===== src/rtl/fp_pkg.sv =====
// Shared FP result types and helpers for the rounding stage.
// Holds the operand/result layouts and the round-robin pick used by the arbiter.
package fp_pkg;

  localparam int EXP_W     = 8;
  localparam int FRAC_W    = 23;
  localparam int MANT_IN_W = 26;
  localparam logic [EXP_W-1:0] EXP_MAX = 8'hFF;

  typedef struct packed {
    logic                 sign;
    logic [EXP_W-1:0]     exp;
    logic [MANT_IN_W-1:0] mantis;
    logic                 operator;
    logic                 loss;
  } unround_t;

  typedef struct packed {
    logic              sign;
    logic [EXP_W-1:0]  exp;
    logic [FRAC_W-1:0] frac;
    logic              ovf;
  } rounded_t;

  typedef struct packed {
    logic       found;
    logic [1:0] idx;
  } pick_t;

  // First valid requester scanning ptr, ptr+1, ... modulo n (n is 2..4).
  function automatic pick_t rr_pick(input logic [3:0] valid, input int unsigned ptr,
                                    input int unsigned n);
    pick_t       p;
    int unsigned cand;
    p = '0;
    for (int unsigned k = 0; k < 4; k++) begin
      cand = (ptr + k) % n;
      if (!p.found && valid[cand[1:0]]) begin
        p.found = 1'b1;
        p.idx   = cand[1:0];
      end
    end
    return p;
  endfunction

endpackage


===== src/rtl/fp_round_arbiter_round.sv =====
// Combinational round-to-nearest-even unit for one unrounded FP operand.
// A non-zero input exponent keeps the fraction below the hidden bit; zero exponent drops bit 0.
module fp_round_arbiter_round
  import fp_pkg::*;
(
  input  logic                 sign,
  input  logic [EXP_W-1:0]     exp,
  input  logic [MANT_IN_W-1:0] mantis,
  input  logic                 operator,
  input  logic                 loss,
  output logic                 res_sign,
  output logic [EXP_W-1:0]     res_exp,
  output logic [FRAC_W-1:0]    res_frac,
  output logic                 res_ovf
);

  logic [1:0]  round_bits_s;
  logic        sticky_s;
  logic        round_up_s;
  logic [24:0] sum_s;

  // Sticky comes from the alignment loss when present (add path rounds up, sub path does not).
  always_comb begin
    round_bits_s = mantis[1:0];
    sticky_s     = loss ? !operator : mantis[2];
    round_up_s   = (round_bits_s == 2'b11) | ((round_bits_s == 2'b10) & sticky_s);
    sum_s        = {1'b0, mantis[25:2]} + {24'd0, round_up_s};
    res_sign     = sign;
    res_exp      = exp + {7'd0, sum_s[24]};
    res_frac     = (exp != 8'h00) ? sum_s[22:0] : sum_s[23:1];
    res_ovf      = (res_exp == EXP_MAX);
  end

endmodule


===== src/rtl/fp_round_arbiter.sv =====
// Round-robin arbiter sharing one rounding unit between NREQ normalize stages.
// The granted operand is rounded and captured, with its source tag, in a single output register.
module fp_round_arbiter
  import fp_pkg::*;
#(
  parameter int NREQ = 2,
  parameter int IDW  = 1
) (
  input  logic                      clk,
  input  logic                      rst_n,
  input  logic [NREQ-1:0]           req_valid,
  output logic [NREQ-1:0]           req_ready,
  input  logic [NREQ-1:0]           req_sign,
  input  logic [EXP_W*NREQ-1:0]     req_exp,
  input  logic [MANT_IN_W*NREQ-1:0] req_mantis,
  input  logic [NREQ-1:0]           req_operator,
  input  logic [NREQ-1:0]           req_loss,
  output logic                      res_valid,
  input  logic                      res_ready,
  output logic                      res_sign,
  output logic [EXP_W-1:0]          res_exp,
  output logic [FRAC_W-1:0]         res_mantis,
  output logic                      res_ovf,
  output logic [IDW-1:0]            res_src,
  output logic                      busy
);

  unround_t        op_s [NREQ];
  unround_t        sel_s;
  pick_t           pick_s;
  rounded_t        rnd_s;
  logic [3:0]      valid_pad_s;
  logic [NREQ-1:0] grant_s;
  logic [IDW-1:0]  grant_idx_s;
  logic [IDW-1:0]  next_ptr_s;
  logic            can_accept_s;
  logic            accept_s;

  logic [IDW-1:0]  ptr_r;
  logic            res_valid_r;
  rounded_t        res_r;
  logic [IDW-1:0]  res_src_r;

  // Unpack the flat requester buses into per-requester operands.
  always_comb begin
    for (int i = 0; i < NREQ; i++) begin
      op_s[i].sign     = req_sign[i];
      op_s[i].exp      = req_exp[EXP_W*i +: EXP_W];
      op_s[i].mantis   = req_mantis[MANT_IN_W*i +: MANT_IN_W];
      op_s[i].operator = req_operator[i];
      op_s[i].loss     = req_loss[i];
    end
  end

  // Grant selection and handshake; the register frees up in the same cycle it drains.
  always_comb begin
    valid_pad_s             = 4'b0000;
    valid_pad_s[NREQ-1:0]   = req_valid;
    pick_s                  = rr_pick(valid_pad_s, 32'(ptr_r), NREQ);
    grant_idx_s             = IDW'(pick_s.idx);
    grant_s                 = '0;
    if (pick_s.found) begin
      grant_s[grant_idx_s] = 1'b1;
    end else begin
      grant_s = '0;
    end
    can_accept_s = !res_valid_r | res_ready;
    req_ready    = grant_s & {NREQ{can_accept_s & rst_n}};
    accept_s     = pick_s.found & can_accept_s;
    next_ptr_s   = (grant_idx_s == IDW'(NREQ - 1)) ? '0 : grant_idx_s + IDW'(1);
    sel_s        = op_s[grant_idx_s];
  end

  fp_round_arbiter_round u_round (
    .sign     (sel_s.sign),
    .exp      (sel_s.exp),
    .mantis   (sel_s.mantis),
    .operator (sel_s.operator),
    .loss     (sel_s.loss),
    .res_sign (rnd_s.sign),
    .res_exp  (rnd_s.exp),
    .res_frac (rnd_s.frac),
    .res_ovf  (rnd_s.ovf)
  );

  // Result register and round-robin pointer; data holds when the register drains empty.
  always_ff @(posedge clk or negedge rst_n) begin
    if (!rst_n) begin
      ptr_r       <= '0;
      res_valid_r <= 1'b0;
      res_r       <= '0;
      res_src_r   <= '0;
    end else if (accept_s) begin
      ptr_r       <= next_ptr_s;
      res_valid_r <= 1'b1;
      res_r       <= rnd_s;
      res_src_r   <= grant_idx_s;
    end else begin
      res_valid_r <= res_valid_r & !res_ready;
    end
  end

  assign res_valid  = res_valid_r;
  assign res_sign   = res_r.sign;
  assign res_exp    = res_r.exp;
  assign res_mantis = res_r.frac;
  assign res_ovf    = res_r.ovf;
  assign res_src    = res_src_r;
  assign busy       = res_valid_r | (|req_valid);

endmodule


===== config.mk =====
export PLATFORM = sky130hd
export DESIGN_NAME = fp_round_arbiter
export DESIGN_NICKNAME = d
export VERILOG_FILES = /design/src/rtl/fp_pkg.sv /design/src/rtl/fp_round_arbiter_round.sv /design/src/rtl/fp_round_arbiter.sv
export SDC_FILE = /design/constraint.sdc
export NUM_CORES = 1
export LEC_CHECK = 0
export CORE_MARGIN = 1.5
export CORE_UTILIZATION = 40
export DETAILED_ROUTE_END_ITERATION = 16
export GPL_TIMING_DRIVEN = 1
export MAX_ROUTING_LAYER = met4
export PLACE_DENSITY = 0.72
export SYNTH_ARGS = -nofsm -noshare
export SYNTH_HDL_FRONTEND = slang
export SYNTH_HIERARCHICAL = 1
export SYNTH_SLANG_ARGS = --single-unit

===== constraint.sdc =====
create_clock -name clk -period 5.4 [get_ports clk]
set_input_delay 1.62 -clock clk [delete_from_list [all_inputs] [get_ports clk]]
set_output_delay 1.62 -clock clk [all_outputs]
set_load 0.005 [all_outputs]

Word level (Yosys, flattened, before mapping)
Cells that the tools add are included.

Word-level logic and storage cells: 66. Flip-flop bits (word level): 36. Bits of input ports: 79. Output and inout port bits: 38.

Mux-type cells: 22. Equal/unequal tests: 3. Reductions and logical operators: 12. Add/sub/neg operators: 6. Bitwise logic cells: 9. Magnitude comparators: 7.

Operator list (count): $mux 37 (3); $add 24x1->25 (1); $mux 23 (1); $lt 1x3->1 const B (4); $mux 1 (12); $mux 3 (4); $add 8x1->8 (1); $eq 8x8->1 const B (1); $reduce_bool 8->1 (1); $logic_not 1->1 (6); $add 1x1->1 const B (4); $and 1x1->1 (4); $eq 2x2->1 const B (2); $logic_and 1x1->1 (4); $or 1x1->1 (3); $and 2x2->2 (1); $ge 2x2->1 const B (1); $lt 1x2->1 const B (1); $mux 2 (1); $not 1->2 (1); $reduce_or 2->1 (1); $demux 1 s1 (1); $ge 1x1->1 const B (1).

Depth between registers and ports, before layout
Word-level depth: 23. Gate-level depth with buffers: 22. Mapped depth without buffers: 19.

By module
The synthesis kept the hierarchy.

Modules (own cells, without submodules): fp_round_arbiter (times used 1, area each 2065.7 um^2, seq. area each 900.9 um^2, cells each 130); fp_round_arbiter_round (times used 1, area each 1423.9 um^2, seq. area each 0.0 um^2, cells each 225).

Least setup slack after synthesis
No wires, ideal clock.

Path type: input to register. Start point: input port req_valid[0]. End point: register res_r (netlist bit res_ovf). Required time: 5.275 ns. Slack: 0.074 ns. Cell stages on the path: 21. Buffers on the path: 3. Library setup time: 0.125 ns. Data arrival time: 5.200 ns. Cells stage by stage: inv_2 o21ai_2 buf_6 buf_12 mux2_4 a21oi_1 o21a_1 ha_1 ha_1 nand2_1 nor4_2 buf_2 nor3b_2 and3_1 ha_1 nand3_1 nor2_1 nand3_1 xnor2_1 and3_1 mux2_4.

RTL lines: start, declared (RTL line fp_round_arbiter.sv:11) `input logic [NREQ-1:0] req_valid,`; end signal, assigned (RTL line fp_round_arbiter.sv:96) `res_r <= rnd_s;`; end, declared (RTL line fp_round_arbiter.sv:41) `rounded_t res_r;`.

==> impl_summary.md <==
Pwr
The switching component of the power is slightly above 0.0003 W. The clock network fraction of design power is 20.4%. Of the total power, the share spent switching nets is 29.2%. The share of total power dissipated in sequential elements is 33.7%. VDD sags by at most 0.0967 mV. The internal power is between 0.0007 and 0.0008 W. The power after layout is 0.00105 W. Summed over all cells, the static leakage comes to ~2.1 nW. Dividing total power by cell area gives a power density of 211 nW/um^2. In this run, the combinational gates consume a little under half of the power.

Synthesis
After synthesis, the cell types taking the most area are dfrtp_1, mux2_4, mux2_2. The synthesized design contains 36 register bits. The register area share after synthesis is roughly 26%.

The count of unique library cells instantiated by Yosys is 61. The commonest cells after synthesis are mux2_4, dfrtp_1, nand2_1, mux2_2, nor2_1. For this run, asynchronously set or reset flops after synthesis account for 100%. The most frequently used cell type in the post-synthesis netlist is mux2_4.

The average cell area after synthesis is 9.83 sq um. The synthesized netlist net count is between 400 and 500. The largest total area in the synthesized netlist belongs to dfrtp_1. Counting flops with a built-in enable in the synthesized netlist gives 0. The most used flip-flop cell after synthesis is dfrtp_1. The post-synthesis instance area is ~3500 sq um. The portion of synthesized cell area occupied by the leading cell type is 25.8%. The number of warnings issued by yosys is 6. Synthesis produced 355 cells.

Timing
The count of endpoints failing hold in the final timing report is 0. Subtracting the final worst setup slack from the clock period gives 5.12 ns. Setup repair after global routing left no endpoint under its margin. The worst clock skew is 0.00620 ns. The worst pin sits at a relative slew slack of approximately 27%. The final max-slew violation count is 0.

The final-report setup violation count is 0. Static timing analysis puts the maximum clock frequency at 195 MHz. The ratio of final minimum period to clock period is 94.7%. The tightest hold margin is a little over 0.5 ns. The transition time at the pin with the least slew margin is 1.10 ns.

Die
After floorplanning, the core was divided into 33 placement rows. The y dimension of the die is 96.4 microns. The die covers 9290 sq um.

The starting density of the core is 41.8%. In this run the standard cell core region covers 8340 sq um. The width of the chip is about 96 microns. In this run the count of I/O pins placed on the die edge is 117.

Clock network
For the worst-skew pair, the clock arrives at the later sink with an insertion delay of between 0.2 and 0.3 ns. Clock-pin slew was measured on the worst setup and hold paths at ~0.070 ns. The number of buffers created by CTS is 5. The tree is rooted in a clkbuf_8.

The largest buffer count on any clock path is 2. TritonCTS built the clock tree. The CTS sink count is 36. After clock tree synthesis, the setup repair step added 0 buffers. The H-tree was split into 2 levels.

Global route
The global-route usage over all layers is 20.3%. Summed over all layers, the global routing overflow is 0. The largest net degree at the start of global routing is 37.

The initial antenna violation count is 0. The via count of the first global-routing pass is 3,055. The first global-routing pass estimated 14.3 mm of wire.

Placed design
The detailed placement HPWL is 7.00 mm. Once placement completed, the tool counted placed cells totaling just under 600. The routability congestion estimate from global placement is 0.885. In this run the tool buffered the top-level ports with 116 buffer cells. The instance area at placement is 4890 sq um.

Flow run
The tool flagged a number of max-cap violations equal to 0.

Critical path
STA classifies the critical path endpoint as a flop. The top fanout value on the critical path is 4. The data arrival time of the critical path is 5.29 ns.

The required time reported for the critical path endpoint is 5.57 ns. The critical path is of the in2reg type. The setup slack of the most critical reg-to-reg path is 1.69 ns. STA classifies the critical path startpoint as a primary input.

Layout
The final non-filler cell total is 591. The number of inserted diodes is 0. Of the cells placed in the final design, the portion with a size suffix greater than 1 is between 20 and 30%. The number of inserted filler cells in the final layout is 726. From synthesis to final layout, the design area changed by 43.0%. After the last flow step, the layout net total stands at 569. The final design instance area without fill is 4990 sq um.

Route
The first-pass detailed-route iteration total is 4. The average routed wire per standard cell is 15.2 microns. The routed wire length is 9.00 mm. The via density per instance is ~5.4. The count of nets left with antenna violations once routing finished came out at 0.

Across all layers, the routed design uses approximately 3,200 vias. The number of DRC markers in iteration 0 is 129. The total DRC errors in the routed layout is 0.

Run status
The flow ran to the end, and the final reports show no timing, DRC or antenna violations.

Hold path
In this run the worst hold path is classified as reg2reg.
[per-stage QoR]
step	util [%]	setup TNS, ns	setup WS, ns
final	59.8	0	0.284
after global routing	59.8	0	0.0126
after CTS	59.7	0	0.243
after detailed placement	58.6	-0.0377	-0.0377
after global placement	58.6	0	0.0505
after floorplan	-	0	0.0744
[area by class of cell]
type | count | area (sq um) | share of cell area [%]
multi-input combinational | 286 | 2390 | 47.9
tap | 105 | 131 | 2.63
timing repair buffer | 152 | 1450 | 29.1
inverter | 5 | 18.8 | 0.376
clock buffer | 7 | 96.3 | 1.93
sequential | 36 | 901 | 18.0
[power groups by stage]
stage | Sequential [W] | Combinational (W) | Clock [W]
floorplan | 0.000360 | 0.000265 | 0
global placement | 0.000359 | 0.000477 | 0
detailed placement | 0.000361 | 0.000485 | 0
CTS | 0.000356 | 0.000487 | 0.000218
global route | 0.000363 | 0.000522 | 0.000231
finish | 0.000354 | 0.000483 | 0.000214
[worst paths after layout]
path                           startpoint              to  depth (start not counted)
max                          req_valid[0]         res_ovf                         19
min reg2reg                res_mantis[19]  res_mantis[19]                          1
max in group asynchronous           rst_n  res_mantis[18]                          2
min in group asynchronous           rst_n         res_src                          2
min                        res_mantis[19]  res_mantis[19]                          1
max reg2reg                         ptr_r         res_ovf                         17
[logic make-up (layout without fill, tap and decap cells)]
logic type      Yosys count  after routing  share of synthesized area (%)
xor+xnor                 16             16                           4.02
flops                    36             36                           25.8
mux                      80             80                           30.9
buf+inv                  33            164                           6.13
compound gates           62             62                           12.8
fa+ha+maj                 4              4                           1.43
simple gates            124            124                           18.9
[layout by cell type, fill, tap and decap left out, drive strengths merged, types with 2 or more instances in the layout]
master and count:
a21oi 13, nand4 7, mux2i 6, nand2 36, clkbuf 7, o21ai 6, nand2b 2, o2111a 2
inv 5, dfrtp 36, a21boi 2, or3 2, o21a 2, and3 7, and2 2, o311a 2
xnor2 9, a31oi 9, nor2 24, a221oi 2, nand3 22, nor3 12, nor4 5, ha 4
a21o 3, xor2 7, a211o 2, o221a 2, clkdlybuf4s50 115, mux2 74, a211oi 4, o21bai 2
buf 37, o32ai 2, o22ai 2
[per-layer routing]
metal / global-route usage, % / up-vias / part of all wire (%)
met2: 35.4 / 113 / 50
met1: 24.6 / 1513 / 44
met4: 5.19 / 0 / 1.4
met3: 2.97 / 10 / 4.8
met5: - / - / 0
li1: - / 1574 / -
[sequential cells by signal, indices dropped and copies added, names as in the netlist]
| register | count |
|---|---|
| res_exp | 8 |
| res_sign | 1 |
| ptr_r | 1 |
| res_ovf | 1 |
| res_valid | 1 |
| res_src | 1 |
| res_mantis | 23 |
[worst max-delay path: stages]
cell and delay, ns:
clkdlybuf4s50_1 0.50, inv_2 0.05, o21ai_4 0.21, mux2_4 0.33, a21oi_1 0.15, o21a_1 0.13, ha_1 0.16, ha_1 0.16
nand2_1 0.11, nor4_4 0.32, nor3b_2 0.23, and3_1 0.21, ha_1 0.19, nand3_1 0.10, nor2_1 0.16, nand3_1 0.11
xnor2_1 0.14, and3_1 0.16, mux2_4 0.25
[what timing repair did]
action / in CTS / in global routing
resized for setup: 0 / 1
endpoints found under the setup margin: 0 / 1
hold buffers: 0 / 0
(Power assumes the default switching activity.)
